--- config.mk ---
export PLATFORM = sky130hd
export DESIGN_NAME = byte_lanes_dly_seq_flat
export DESIGN_NICKNAME = d
export VERILOG_FILES = /design/src/rtl/byte_lanes_dly_seq_if.sv /design/src/rtl/byte_lanes_dly_seq.sv /design/src/flat_wrapper.sv
export SDC_FILE = /design/constraint.sdc
export NUM_CORES = 1
export LEC_CHECK = 0
export BUFFER_PORTS_ARGS = -buffer_cell sky130_fd_sc_hd__buf_2
export CORE_ASPECT_RATIO = 0.6
export CORE_MARGIN = 5
export CORE_UTILIZATION = 35
export DETAILED_ROUTE_END_ITERATION = 16
export SYNTH_ARGS = -nofsm -noshare
export SYNTH_HDL_FRONTEND = slang
export SYNTH_SLANG_ARGS = --single-unit
--- constraint.sdc ---
create_clock -name clk_div -period 4.4 [get_ports clk_div]
set_input_delay 0.22 -clock clk_div [delete_from_list [all_inputs] [get_ports clk_div]]
set_output_delay 0.22 -clock clk_div [all_outputs]
set_load 0.01 [all_outputs]
--- src/rtl/byte_lanes_dly_seq_if.sv ---
// Shared bus between the PHY control register file (master) and the
// byte-lane delay sequencer (slave).
interface byte_lanes_dly_seq_if #(
  parameter int NUM_LANES = 2,
  parameter int LANE_AW   = 1,
  parameter int DLY_WIDTH = 8
);
  logic                 cfg_we;
  logic [LANE_AW-1:0]   cfg_lane;
  logic [4:0]           cfg_addr;
  logic [DLY_WIDTH-1:0] cfg_data;
  logic [DLY_WIDTH-1:0] cfg_rdata;
  logic                 apply;
  logic [DLY_WIDTH:0]   ofs;
  logic [1:0]           ld_mask;
  logic                 busy;
  logic                 done;
  logic [DLY_WIDTH-1:0] dly_data;
  logic [4:0]           dly_addr;
  logic [NUM_LANES-1:0] ld_delay;
  logic                 set;

  modport master (
    output cfg_we, cfg_lane, cfg_addr, cfg_data, apply, ofs, ld_mask,
    input  cfg_rdata, busy, done, dly_data, dly_addr, ld_delay, set
  );

  modport slave (
    input  cfg_we, cfg_lane, cfg_addr, cfg_data, apply, ofs, ld_mask,
    output cfg_rdata, busy, done, dly_data, dly_addr, ld_delay, set
  );
endinterface

--- src/rtl/byte_lanes_dly_seq.sv ---
// Delay-programming sequencer: shadows every lane's IDELAY/ODELAY taps and streams
// them, offset and saturated, to the byte lanes followed by one broadcast set.
module byte_lanes_dly_seq #(
  parameter int NUM_LANES = 2,
  parameter int LANE_AW   = 1,
  parameter int DLY_WIDTH = 8,
  parameter int SET_GAP   = 2
) (
  input logic                clk_div,
  input logic                rst_n,
  byte_lanes_dly_seq_if.slave bus
);
  // Addresses 0-9 map to entries 0-9, addresses 16-24 to entries 10-18.
  localparam int NUM_ENT = 19;
  localparam logic [DLY_WIDTH-1:0] DLY_MAX = '1;

  typedef enum logic [2:0] {IDLE, LOAD, GAP, SET, DONE} state_t;

  function automatic logic addr_ok(input logic [4:0] a);
    return (a <= 5'd9) || ((a >= 5'd16) && (a <= 5'd24));
  endfunction

  function automatic logic [4:0] ent_idx(input logic [4:0] a);
    return (a >= 5'd16) ? (a - 5'd6) : a;
  endfunction

  logic [NUM_LANES-1:0][NUM_ENT-1:0][DLY_WIDTH-1:0] shadow;
  logic [DLY_WIDTH-1:0] rdata_q;

  state_t               state;
  logic                 busy_q, done_q, set_q;
  logic [NUM_LANES-1:0] ld_q;
  logic [DLY_WIDTH-1:0] data_q;
  logic [4:0]           daddr_q;
  logic [LANE_AW-1:0]   lane_q;
  logic [4:0]           addr_q;
  logic [3:0]           gap_q;
  logic [DLY_WIDTH:0]   ofs_q;
  logic [1:0]           mask_q;

  logic                 lane_ok, cfg_ok, wr_en;
  logic [DLY_WIDTH+1:0] sum;
  logic [DLY_WIDTH-1:0] sat;
  logic [4:0]           next_addr;
  logic                 lane_end;

  assign lane_ok = ({1'b0, bus.cfg_lane} < (LANE_AW+1)'(NUM_LANES));
  assign cfg_ok  = addr_ok(bus.cfg_addr) && lane_ok;
  assign wr_en   = bus.cfg_we && cfg_ok && !busy_q;

  // Two extra bits hold the full signed range of shadow + offset without wrap.
  assign sum = {2'b00, shadow[lane_q][ent_idx(addr_q)]} + {ofs_q[DLY_WIDTH], ofs_q};
  assign sat = sum[DLY_WIDTH+1] ? '0 : (sum[DLY_WIDTH] ? DLY_MAX : sum[DLY_WIDTH-1:0]);

  always_comb begin
    // NOTE: every output of this block gets a default first, so no path can infer a latch.
    next_addr = addr_q + 5'd1;
    lane_end  = 1'b0;
    if (addr_q == 5'd9) begin
      if (mask_q[1]) next_addr = 5'd16;
      else           lane_end  = 1'b1;
    end else if (addr_q == 5'd24) begin
      lane_end = 1'b1;
    end
  end

  always_ff @(posedge clk_div) begin
    if (!rst_n) begin
      // NOTE: the shadow table must read back zero after reset, so the whole memory is cleared here.
      shadow  <= '0;
      rdata_q <= '0;
    end else begin
      if (wr_en) shadow[bus.cfg_lane][ent_idx(bus.cfg_addr)] <= bus.cfg_data;
      // A write to the entry being read is forwarded so readback shows the new value.
      if (!cfg_ok)    rdata_q <= '0;
      else if (wr_en) rdata_q <= bus.cfg_data;
      else            rdata_q <= shadow[bus.cfg_lane][ent_idx(bus.cfg_addr)];
    end
  end

  always_ff @(posedge clk_div) begin
    if (!rst_n) begin
      state   <= IDLE;
      busy_q  <= 1'b0;
      done_q  <= 1'b0;
      set_q   <= 1'b0;
      ld_q    <= '0;
      data_q  <= '0;
      daddr_q <= '0;
      lane_q  <= '0;
      addr_q  <= '0;
      gap_q   <= '0;
      ofs_q   <= '0;
      mask_q  <= '0;
    end else begin
      // NOTE: sequential state uses <= so every register sees pre-edge values of the others.
      ld_q   <= '0;
      set_q  <= 1'b0;
      done_q <= 1'b0;
      case (state)
        IDLE: begin
          busy_q <= 1'b0;
          // busy_q is still high on the first IDLE edge after DONE, which blocks a stale apply.
          if (bus.apply && !busy_q) begin
            busy_q <= 1'b1;
            ofs_q  <= bus.ofs;
            mask_q <= bus.ld_mask;
            lane_q <= '0;
            addr_q <= bus.ld_mask[0] ? 5'd0 : 5'd16;
            gap_q  <= '0;
            if (bus.ld_mask != 2'b00) state <= LOAD;
            else                      state <= (SET_GAP == 0) ? SET : GAP;
          end
        end
        LOAD: begin
          ld_q    <= NUM_LANES'(1) << lane_q;
          data_q  <= sat;
          daddr_q <= addr_q;
          if (lane_end) begin
            if (lane_q == LANE_AW'(NUM_LANES - 1)) begin
              state <= (SET_GAP == 0) ? SET : GAP;
            end else begin
              lane_q <= lane_q + LANE_AW'(1);
              addr_q <= mask_q[0] ? 5'd0 : 5'd16;
            end
          end else begin
            addr_q <= next_addr;
          end
        end
        GAP: begin
          gap_q <= gap_q + 4'd1;
          if (gap_q == 4'(SET_GAP - 1)) state <= SET;
        end
        SET: begin
          set_q <= 1'b1;
          state <= DONE;
        end
        DONE: begin
          done_q <= 1'b1;
          state  <= IDLE;
        end
        default: state <= IDLE;
      endcase
    end
  end

  assign bus.cfg_rdata = rdata_q;
  assign bus.busy      = busy_q;
  assign bus.done      = done_q;
  assign bus.set       = set_q;
  assign bus.ld_delay  = ld_q;
  assign bus.dly_data  = data_q;
  assign bus.dly_addr  = daddr_q;
endmodule

--- src/flat_wrapper.sv ---
// flat-port wrapper written by rule: the top's interface ports become plain ports
module byte_lanes_dly_seq_flat 
#(
  parameter int NUM_LANES = 2,
  parameter int LANE_AW   = 1,
  parameter int DLY_WIDTH = 8,
  parameter int SET_GAP   = 2
)
  (clk_div, rst_n, bus_cfg_we, bus_cfg_lane, bus_cfg_addr, bus_cfg_data, bus_apply, bus_ofs, bus_ld_mask, bus_cfg_rdata, bus_busy, bus_done, bus_dly_data, bus_dly_addr, bus_ld_delay, bus_set);
  byte_lanes_dly_seq_if #(.NUM_LANES(NUM_LANES), .LANE_AW(LANE_AW), .DLY_WIDTH(DLY_WIDTH)) bus_i ();
  input logic clk_div;
  input logic rst_n;
  input wire logic [$bits(bus_i.cfg_we)-1:0] bus_cfg_we;
  input wire logic [$bits(bus_i.cfg_lane)-1:0] bus_cfg_lane;
  input wire logic [$bits(bus_i.cfg_addr)-1:0] bus_cfg_addr;
  input wire logic [$bits(bus_i.cfg_data)-1:0] bus_cfg_data;
  input wire logic [$bits(bus_i.apply)-1:0] bus_apply;
  input wire logic [$bits(bus_i.ofs)-1:0] bus_ofs;
  input wire logic [$bits(bus_i.ld_mask)-1:0] bus_ld_mask;
  output wire logic [$bits(bus_i.cfg_rdata)-1:0] bus_cfg_rdata;
  output wire logic [$bits(bus_i.busy)-1:0] bus_busy;
  output wire logic [$bits(bus_i.done)-1:0] bus_done;
  output wire logic [$bits(bus_i.dly_data)-1:0] bus_dly_data;
  output wire logic [$bits(bus_i.dly_addr)-1:0] bus_dly_addr;
  output wire logic [$bits(bus_i.ld_delay)-1:0] bus_ld_delay;
  output wire logic [$bits(bus_i.set)-1:0] bus_set;
  assign bus_i.cfg_we = bus_cfg_we;
  assign bus_i.cfg_lane = bus_cfg_lane;
  assign bus_i.cfg_addr = bus_cfg_addr;
  assign bus_i.cfg_data = bus_cfg_data;
  assign bus_i.apply = bus_apply;
  assign bus_i.ofs = bus_ofs;
  assign bus_i.ld_mask = bus_ld_mask;
  assign bus_cfg_rdata = bus_i.cfg_rdata;
  assign bus_busy = bus_i.busy;
  assign bus_done = bus_i.done;
  assign bus_dly_data = bus_i.dly_data;
  assign bus_dly_addr = bus_i.dly_addr;
  assign bus_ld_delay = bus_i.ld_delay;
  assign bus_set = bus_i.set;
  byte_lanes_dly_seq #(.NUM_LANES(NUM_LANES), .LANE_AW(LANE_AW), .DLY_WIDTH(DLY_WIDTH), .SET_GAP(SET_GAP)) u_core (.clk_div(clk_div), .rst_n(rst_n), .bus(bus_i));
endmodule
==> flow_metrics.tcl, run 1 <==
set metrics [dict create \
    clk_latency_ns 0.55 \
    final_max_slew_viol_count 0 \
    synth_warnings 0 \
    dpl-instance-area_um2 20700 \
    num_rows 67 \
    grt_util_met3 0.0895 \
    final_util 0.396 \
    rsz0062_at_grt "false" \
    area_growth_pct 12.3 \
    cts_buffers 36 \
    syn_avg_cell_area_um2 9.25 \
    endpoint_kind "flip-flop" \
    clockPowerShare 0.440 \
    power_leakage_uw 0.00715 \
    ys_async_sr_fraction 0 \
    die_w_um 316 \
    layout_worst_path_cycle_share 0.962 \
    p_switching_uw 2050 \
    area.sequential_um2 7090 \
    reg2reg_slack_ns 0.17 \
    final_common_cell "nand2_1" \
    multi_input_area_um2 11700 \
    grt_pass1_wl_um 105000 \
    ys_seq_area_frac 0.361 \
    fin_area_um2 22000 \
    clockBufferDepth 3 \
    reg2reg_depth 13 \
    max-vdd-ir-drop_uv 241 \
    use_met2 0.292 \
    dpl.hpwl_um 46700 \
    whs_endpoint "u_core.shadow[295]$_SDFFE_PN0P_" \
    critPathMaxFanout 25 \
    drive_gt1_frac 0.167 \
    fill_cells 5531 \
    use_met1 0.337 \
    die_y_um 193 \
    fin_crit_ns 4.23 \
    drc 0 \
    required_ns 4.81 \
    synth_edf_count 0 \
    seqPwrFrac 0.436 \
    grt-busiest-layer "met1" \
    cts-root-buf "clkbuf_16" \
    finalWeightedCongestion 0.949 \
    finalWirelength_um 69400 \
    cts_tree "yes" \
    num_io_pins 55 \
    drtIter0Drc 2305 \
    arrival_ns 4.65 \
    grt.total_usage 0.221 \
    netlist_area_um2 19600 \
    swShare 0.273 \
    outcome "finished, final reports clean" \
    hold_start "rst_n" \
    path_clk_slew_ns 0.07 \
    first_pass_iters 6 \
    synth_cells 2121 \
    grt_max_degree 197 \
    start_util 0.352 \
    grt_overflow_total 0 \
    grt_pass1_vias 16000 \
    wl_per_cell_um 24.1 \
    fin_nets 2143 \
    post_cts_buffers 0 \
    fmax_mhz 236 \
    ys.flop_type "dfxtp_1" \
    skew_ns 0.0205 \
    power.density_nw_per_um2 341 \
    maxCapViolations 0 \
    slew_headroom 0.137 \
    h-tree-depth 2 \
    core-area_um2 55700 \
    worstMarginPinSlew_ns 1.28 \
    port_buffers 54 \
    hold_viol 0 \
    syn-num-nets 2167 \
    setup_viol 0 \
    layout_common_cells "404 x nand2_1, 352 x dfxtp_1, 225 x nand3_1, 217 x a21boi_0, 136 x mux4_2" \
    rr_startpoint "u_core.addr_q[4]$_SDFFE_PN0P_" \
    vias_per_cell 5.87 \
    clkSinkCount 354 \
    p_comb_frac 0.124 \
    die_area_um2 61000 \
    num_vias 16900 \
    r2r-end "u_core.bus.dly_data[4]$_SDFFE_PN0P_" \
    antenna_left 0 \
    start_kind "flip-flop" \
    synth_cell_type_count 62 \
    yosys_register_bits 354 \
    whs_path_depth 2 \
    p_int_uw 5460 \
    antenna_found_initial 5 \
    hold_class "input pin to flip-flop" \
    path_class "flip-flop to flip-flop" \
]
==> power by group through the flow <==
stage / Clock, uW / Combinational, uW / Sequential (uW)
floorplan: 0 / 604 / 3330
global placement: 0 / 901 / 3340
detailed placement: 0 / 909 / 3350
CTS: 3340 / 920 / 3270
global route: 3490 / 996 / 3280
finish: 3300 / 935 / 3270
==> state kept, by name (all words and copies together) (netlist names) <==
register	flops
u_core.shadow	304
u_core.ofs_q	9
u_core.bus.cfg_rdata	8
u_core.bus.dly_data	8
u_core.addr_q	5
u_core.bus.dly_addr	5
u_core.gap_q	4
u_core.state	3
u_core.bus.ld_delay	2
u_core.mask_q	2
u_core.bus.busy	1
u_core.bus.done	1
u_core.bus.set	1
u_core.lane_q	1
==> area by class of cell <==
class | count | area share
antenna | 1 | 0.000114
clock buffer | 51 | 0.0481
clock inverter | 12 | 0.00739
inverter | 10 | 0.00170
multi-input combinational | 1556 | 0.533
sequential | 354 | 0.322
tap | 759 | 0.0431
timing repair buffer | 139 | 0.0447
==> how the worst max path moves through the flow <==
stage / slack [ns] / to / depth (start not counted) / from
2_1_floorplan: 0.57 / u_core.bus.dly_data[0]$_SDFFE_PN0P_ / 15 / u_core.addr_q[0]$_SDFFE_PN0P_
3_3_place_gp: -0.07 / u_core.bus.dly_data[1]$_SDFFE_PN0P_ / 14 / u_core.addr_q[2]$_SDFFE_PN0P_
3_5_place_dp: -0.03 / u_core.bus.dly_data[2]$_SDFFE_PN0P_ / 14 / u_core.addr_q[1]$_SDFFE_PN0P_
4_1_cts: 0.17 / u_core.bus.dly_data[4]$_SDFFE_PN0P_ / 13 / u_core.addr_q[4]$_SDFFE_PN0P_
5_1_grt: 0.05 / u_core.bus.dly_data[4]$_SDFFE_PN0P_ / 14 / u_core.addr_q[1]$_SDFFE_PN0P_
6_report: 0.17 / u_core.bus.dly_data[4]$_SDFFE_PN0P_ / 13 / u_core.addr_q[4]$_SDFFE_PN0P_
==> logic make-up after synthesis <==
logic type,after synthesis,share of synthesized area
AND/OR/NAND/NOR,844,0.201
buffers and inverters,211,0.0455
XOR/XNOR,14,0.00721
flip-flops,354,0.361
adder cells (fa/ha/maj),17,0.0112
multiplexers,268,0.224
AO/OA/AOI/OAI,413,0.149
==> through the flow <==
stage	hold WS (ns)	power [uW]	instances	setup WS, ns	setup TNS, ns
floorplan	0.365	3940	2121	0.573	0
global placement	0.454	4250	2807	-0.0733	-0.398
detailed placement	0.463	4250	2807	-0.0339	-0.158
CTS	0.117	7540	2881	0.174	0
global route	0.140	7760	2881	0.0498	0
finish	0.128	7510	2882	0.165	0
==> per-layer routing <==
| layer | vias to the layer above | routed length, um |
|---|---|---|
| met4 | 4 | 1170 |
| met1 | 8382 | 31200 |
| met3 | 105 | 9710 |
| met5 | - | 156 |
| met2 | 907 | 27100 |
| li1 | 7517 | - |
==> cells in the mapped netlist (6+ instances only) <==
master     count  area share
a21boi_0     217       0.083
a21oi_1       67       0.017
a22oi_1        9      0.0034
a31oi_1        7      0.0022
and2_1        10      0.0032
buf_1         11      0.0021
buf_2         50       0.013
buf_4         10      0.0038
clkbuf_1     130       0.025
dfxtp_1      354        0.36
ha_1          16       0.010
inv_1         10      0.0019
mux2i_1      127       0.065
mux4_2       136        0.16
nand2_1      404       0.077
nand2b_1       8      0.0026
nand3_1      225       0.057
nand3b_1      17      0.0065
nor2_1        27      0.0052
nor2b_1      120       0.038
nor3_1        10      0.0026
o2111ai_1      7      0.0031
o211ai_1       8      0.0031
o21ai_0       44       0.011
o311ai_0       8      0.0036
o31ai_1        7      0.0027
xnor2_1        6      0.0027
xor2_1         7      0.0031
==> worst max-delay path: stages, from the launching register on <==
cell and delay [ns]:
dfxtp_1 0.30, buf_4 0.18, xnor2_2 0.24, buf_4 0.28
o311ai_0 0.83, o2111ai_1 0.33, o31ai_1 0.15, ha_1 0.32
a21oi_1 0.24, o21ai_0 0.18, a2111oi_0 0.44, nor3_1 0.15
xnor2_2 0.31, o21ai_0 0.14
==> timing repair <==
item	in CTS	in global routing
endpoints found under the setup margin	8	8
endpoints found under the hold margin	11	0
hold buffers	11	0
gates resized for setup	2	2
No activity file was read; power rests on OpenSTA's default activity.
==> run 2: changes to the inputs <==
ABC_CLOCK_PERIOD_IN_PS = 4400   (was not set)
RECOVER_POWER = 100   (was not set)
==> run 2 against run 1 <==
The flow now finishes with violations (capacitance limit, slew limit). Sequential cell count unchanged. First-iteration DRC count down 3.5%. Sequential power about the same. Largest power group unchanged. Power down 0.20%. Sequential share of layout area up 0.26 points. Via count up 0.41%. Hold slack worse by 0.0062 ns. Critical path depth down 6. Register-to-register slack worse by 0.04 ns.
==> flow_metrics.tcl, run 2 (synthesis gave the netlist of run 1 again) <==
set metrics [dict create \
    path_clk_slew_ns 0.07 \
    crit_buf_inv 1 \
    cts_buffers 36 \
    num_io_pins 55 \
    grt.total_usage 0.221 \
    reg2reg_depth 7 \
    maxCapViolations 6 \
    cp_cell_sequence "clkbuf_1 > nor2b_1 > nand3b_1 > a21oi_1 > nand2_1 > nand2_1 > a21boi_0" \
    met1_length_um 30800 \
    p_int_uw 5460 \
    layout_common_cells "407 x nand2_1, 353 x dfxtp_1, 225 x nand3_1, 217 x a21boi_0, 136 x mux4_2" \
    num_vias 17000 \
    clockPowerShare 0.440 \
    path_class "flip-flop to flip-flop" \
    dr_wl_met2_um 27300 \
    endpoint_kind "flip-flop" \
    first_pass_iters 5 \
    reg2reg_slack_ns 0.12 \
    grt_max_degree 197 \
    worstSetupEndpoint "u_core.shadow[12]$_SDFFE_PN0P_" \
    regMostFlops "u_core.shadow" \
    rsz0062_at_grt "false" \
    power.density_nw_per_um2 343 \
    clkSinkCount 354 \
    required_ns 4.84 \
    critical-path-max-stage-delay_ns 1.62 \
    cts-root-buf "clkbuf_16" \
    hold_class "input pin to flip-flop" \
    path_depth 7 \
    worstMarginPinSlew_ns 2.14 \
    final_max_slew_viol_count 93 \
    layout_worst_path_cycle_share 0.972 \
    r2r-end "u_core.shadow[12]$_SDFFE_PN0P_" \
    antenna_left 0 \
    drtIter0Drc 2224 \
    die_area_um2 61000 \
    violations "capacitance limit, slew limit" \
    antenna_found_initial 5 \
    critPathTopFamily "compound AO/OA/AOI/OAI gates" \
    power_leakage_uw 0.00698 \
    grt_pass1_vias 16000 \
    swShare 0.272 \
    outcome "finished, violations left" \
    die_y_um 193 \
    wl_per_cell_um 24.1 \
    die_w_um 316 \
    dpl-instance-area_um2 20700 \
    h-tree-depth 2 \
    num_rows 67 \
    clk_latency_ns 0.55 \
    largest_reg_flops 304 \
    post_cts_buffers 0 \
    start_util 0.352 \
    p_switching_uw 2040 \
    slew_headroom -0.428 \
    dpl.hpwl_um 46700 \
    setup_viol 0 \
    start_kind "flip-flop" \
    fin_crit_ns 4.28 \
    topRoutingLayerUsed "met5" \
    crit_path_start "u_core.bus.busy$_SDFFE_PN0N_" \
    fill_cells 5568 \
    critPathMaxFanout 14 \
    wl_met3_um 10200 \
    final_util 0.392 \
    cpMostUsedCell "nand2_1" \
    p_comb_frac 0.123 \
    final_common_cell "nand2_1" \
    skew_ns 0.0225 \
    critPathSlowestCell "a21oi_1" \
    arrival_ns 4.72 \
    fin_nets 2143 \
    port_buffers 54 \
    rr_startpoint "u_core.bus.busy$_SDFFE_PN0N_" \
    area_growth_pct 11.3 \
    drc 0 \
    finalWirelength_um 69300 \
    antenna_cells 0 \
    core-area_um2 55700 \
    drive_gt1_frac 0.143 \
    cts_tree "yes" \
    fin_area_um2 21800 \
    finalWeightedCongestion 0.949 \
    grt_pass1_wl_um 105000 \
    clockBufferDepth 3 \
    seqPwrFrac 0.437 \
    reg.largest.list "u_core.shadow (304), u_core.ofs_q (9)" \
    fmax_mhz 234 \
    max-vdd-ir-drop_uv 236 \
    hold_viol 0 \
    grt_overflow_total 0 \
    vias_per_cell 5.90 \
]
run 2: cell count changes in the layout (fill, tap and decap cells not counted), sizes merged:
cell    previous run  this run
buf              128        89
clkbuf            51        90
diode              1         0
run 2: worst reg2reg max path, stage by stage, from the launching register on:
cell and delay (ns):
dfxtp_1 0.45, clkbuf_1 0.39, nor2b_1 0.37, nand3b_1 0.18
a21oi_1 1.62, nand2_1 0.81, nand2_1 0.27, a21boi_0 0.10
run 2: timing repair:
action | CTS | global route
endpoints found under the setup margin | 8 | 8
pin swaps | 0 | 0
resized for setup | 2 | 2
hold buffers | 11 | 0
hold endpoints to repair | 11 | 0
run 2: how the worst min path moves through the flow:
stage,slack (ns),cells past startpoint,startpoint,to
floorplan,0.36,2,bus_ld_mask[0],u_core.mask_q[0]$_SDFFE_PN0P_
global placement,0.45,2,u_core.mask_q[0]$_SDFFE_PN0P_,u_core.mask_q[0]$_SDFFE_PN0P_
detailed placement,0.46,2,u_core.mask_q[0]$_SDFFE_PN0P_,u_core.mask_q[0]$_SDFFE_PN0P_
CTS,0.12,2,rst_n,u_core.shadow[294]$_SDFFE_PN0P_
global route,0.14,2,rst_n,u_core.shadow[26]$_SDFFE_PN0P_
finish,0.12,2,rst_n,u_core.shadow[295]$_SDFFE_PN0P_
run 2: cell type report:
cell class / instances / area [um^2] / share of cell area
sequential: 354 / 7090 / 0.325
clock buffer: 51 / 1060 / 0.0485
multi-input combinational: 1556 / 11600 / 0.533
tap: 759 / 950 / 0.0435
inverter: 10 / 37.5 / 0.00172
timing repair buffer: 139 / 905 / 0.0414
clock inverter: 12 / 163 / 0.00745
run 2: metal layers:
layer  vias up  track usage
met3        88       0.0895
met2       983        0.292
met4         2       0.0386
met5         -            0
met1      8391        0.337
li1       7521            -
run 2: power by group through the flow:
stage	Sequential [uW]	Combinational, uW	Clock, uW
final	3270	925	3300
after global routing	3280	983	3490
after CTS	3270	920	3340
after detailed placement	3350	909	0
after global placement	3340	901	0
after floorplan	3330	604	0
run 2: through the flow:
stage	hold WS, ns	total power [uW]	instances	setup TNS, ns	worst slack (ns)
3_5_place_dp	0.463	4250	2807	-0.158	-0.0339
6_report	0.121	7500	2881	0	0.122
3_3_place_gp	0.454	4250	2807	-0.398	-0.0733
2_1_floorplan	0.365	3940	2121	0	0.573
4_1_cts	0.117	7540	2881	0	0.174
5_1_grt	0.141	7750	2881	0	0.0421
==> run 3: changes to the inputs <==
ABC_AREA = 0   (was not set)
REMOVE_ABC_BUFFERS = 1   (was not set)
==> run 3 against run 2 <==
The flow still finishes with violations (capacitance limit, slew limit). Sequential power about the same. Power down 2.1%. Hold slack improved by 0.15 ns. Design area rose by 0.29%. Largest cell class unchanged.
==> flow_metrics.tcl, run 3 (synthesis gave the netlist of run 1 again) <==
set metrics [dict create \
    fmax_mhz 235 \
    fin_crit_ns 4.25 \
    arrival_ns 4.66 \
    outcome "finished, violations left" \
    core-area_um2 55700 \
    finalWeightedCongestion 0.940 \
    slew_headroom -1.62 \
    fin_area_um2 21900 \
    endpoint_kind "flip-flop" \
    die_w_um 316 \
    largest_reg_flops 304 \
    grt.total_usage 0.222 \
    hold_viol 0 \
    num_io_pins 55 \
    fin_nets 2142 \
    cts-root-buf "clkbuf_16" \
    maxCapViolations 6 \
    clockPowerShare 0.427 \
    layout_common_cells "406 x nand2_1, 350 x dfxtp_1, 225 x nand3_1, 217 x a21boi_0, 136 x mux4_2" \
    dpl-instance-area_um2 20700 \
    critPathMaxFanout 16 \
    rr_startpoint "u_core.bus.busy$_SDFFE_PN0N_" \
    clk_latency_ns 0.55 \
    clkSinkCount 354 \
    grt_overflow_total 0 \
    start_kind "flip-flop" \
    final_common_cell "nand2_1" \
    drc 0 \
    p_comb_frac 0.125 \
    die_y_um 193 \
    path_class "flip-flop to flip-flop" \
    h-tree-depth 2 \
    place_ws_ns 0.0199 \
    start_util 0.352 \
    num_rows 67 \
    area_growth_pct 11.6 \
    drtIter0Drc 2580 \
    hold_start "bus_cfg_data[6]" \
    antenna_found_initial 4 \
    reg2reg_slack_ns 0.15 \
    first_pass_iters 8 \
    swShare 0.279 \
    max-vdd-ir-drop_uv 244 \
    path_clk_slew_ns 0.07 \
    whs_endpoint "u_core.shadow[222]$_SDFFE_PN0P_" \
    reg.largest.list "u_core.shadow (304), u_core.ofs_q (9)" \
    reg2reg_depth 6 \
    seqPwrFrac 0.447 \
    p_int_uw 5300 \
    hold_class "input pin to flip-flop" \
    vias_per_cell 5.92 \
    worstMarginPinSlew_ns 3.93 \
    port_buffers 54 \
    cts_buffers 36 \
    antenna_left 0 \
    final_max_slew_viol_count 273 \
    grt_max_degree 217 \
    rsz0062_at_grt "false" \
    p_switching_uw 2050 \
    power_leakage_uw 0.00698 \
    cts_tree "yes" \
    finalWirelength_um 70200 \
    timing.final.ws_setup_ns 0.152 \
    r2r-end "u_core.shadow[3]$_SDFFE_PN0P_" \
    die_area_um2 61000 \
    required_ns 4.81 \
    whs_path_depth 3 \
    power.density_nw_per_um2 335 \
    num_vias 17100 \
    finalNonFillerCells 2882 \
    layout_worst_path_cycle_share 0.965 \
    clockBufferDepth 3 \
    regMostFlops "u_core.shadow" \
    wl_per_cell_um 24.4 \
    violations "capacitance limit, slew limit" \
    dpl.hpwl_um 47900 \
    setup_viol 0 \
    skew_ns 0.0203 \
    grt_pass1_vias 16000 \
    grt_pass1_wl_um 104000 \
    drive_gt1_frac 0.151 \
    place_inst 2804 \
]
## run 3: worst max-delay path, stage by stage (launching register included)
cell      delay (ns)
dfxtp_1         0.38
nand2b_1        0.38
or3_1           0.54
a21oi_1         1.69
nand2_1         0.75
nand2_1         0.25
a21boi_0        0.11
## run 3: power by group through the flow
stage,Clock (uW),Sequential [uW],Combinational (uW)
CTS,3180,3290,892
detailed placement,0,3360,881
floorplan,0,3370,436
global route,3320,3290,974
finish,3140,3290,918
global placement,0,3360,872
## run 3: layer usage
metal / up-vias / wire, um / track usage
met5: - / 13 / 0
met4: 2 / 1180 / 0.0371
met3: 96 / 9860 / 0.0887
met2: 939 / 26800 / 0.285
met1: 8497 / 32300 / 0.347
li1: 7521 / - / -
## run 3: how the worst max path moves through the flow
stage                                   from                                   to  slack, ns  depth (start not counted)
4_1_cts        u_core.addr_q[1]$_SDFFE_PN0P_  u_core.bus.dly_data[0]$_SDFFE_PN0P_       0.17                         14
3_5_place_dp   u_core.addr_q[1]$_SDFFE_PN0P_  u_core.bus.dly_data[0]$_SDFFE_PN0P_       0.02                         14
2_1_floorplan  u_core.addr_q[0]$_SDFFE_PN0P_  u_core.bus.dly_data[0]$_SDFFE_PN0P_      -2.05                         13
6_report        u_core.bus.busy$_SDFFE_PN0N_        u_core.shadow[3]$_SDFFE_PN0P_       0.15                          6
5_1_grt        u_core.addr_q[0]$_SDFFE_PN0P_  u_core.bus.dly_data[0]$_SDFFE_PN0P_     0.0002                         14
3_3_place_gp   u_core.addr_q[1]$_SDFFE_PN0P_  u_core.bus.dly_data[2]$_SDFFE_PN0P_       0.17                         14
## run 3: final cells by class
class / instances / area, um^2
Inverter: 10 / 37.5
Timing Repair Buffer: 138 / 945
Clock inverter: 12 / 91.3
Clock buffer: 52 / 1060
Multi-Input combinational cell: 1556 / 11700
Tap cell: 759 / 950
Antenna cell: 1 / 2.50
Fill cell: 5529 / 33800
Sequential cell: 354 / 7100
## run 3: timing repair
action | in CTS | in global routing
hold endpoints to repair | 12 | 0
setup endpoints to repair | 1 | 8
setup buffers | 0 | 2
resized for setup | 1 | 6
hold buffers | 11 | 0
pin swaps | 0 | 1
## run 3: metrics by stage
| step | utilization | total power, uW | setup TNS [ns] | hold slack [ns] |
|---|---|---|---|---|
| after global placement | 0.372 | 4230 | 0 | 0.454 |
| after floorplan | - | 3810 | -22.07 | 0.337 |
| final | 0.393 | 7340 | 0 | 0.269 |
| after global routing | 0.393 | 7580 | 0 | 0.252 |
| after CTS | 0.394 | 7360 | 0 | 0.00123 |
| after detailed placement | 0.372 | 4240 | 0 | 0.457 |
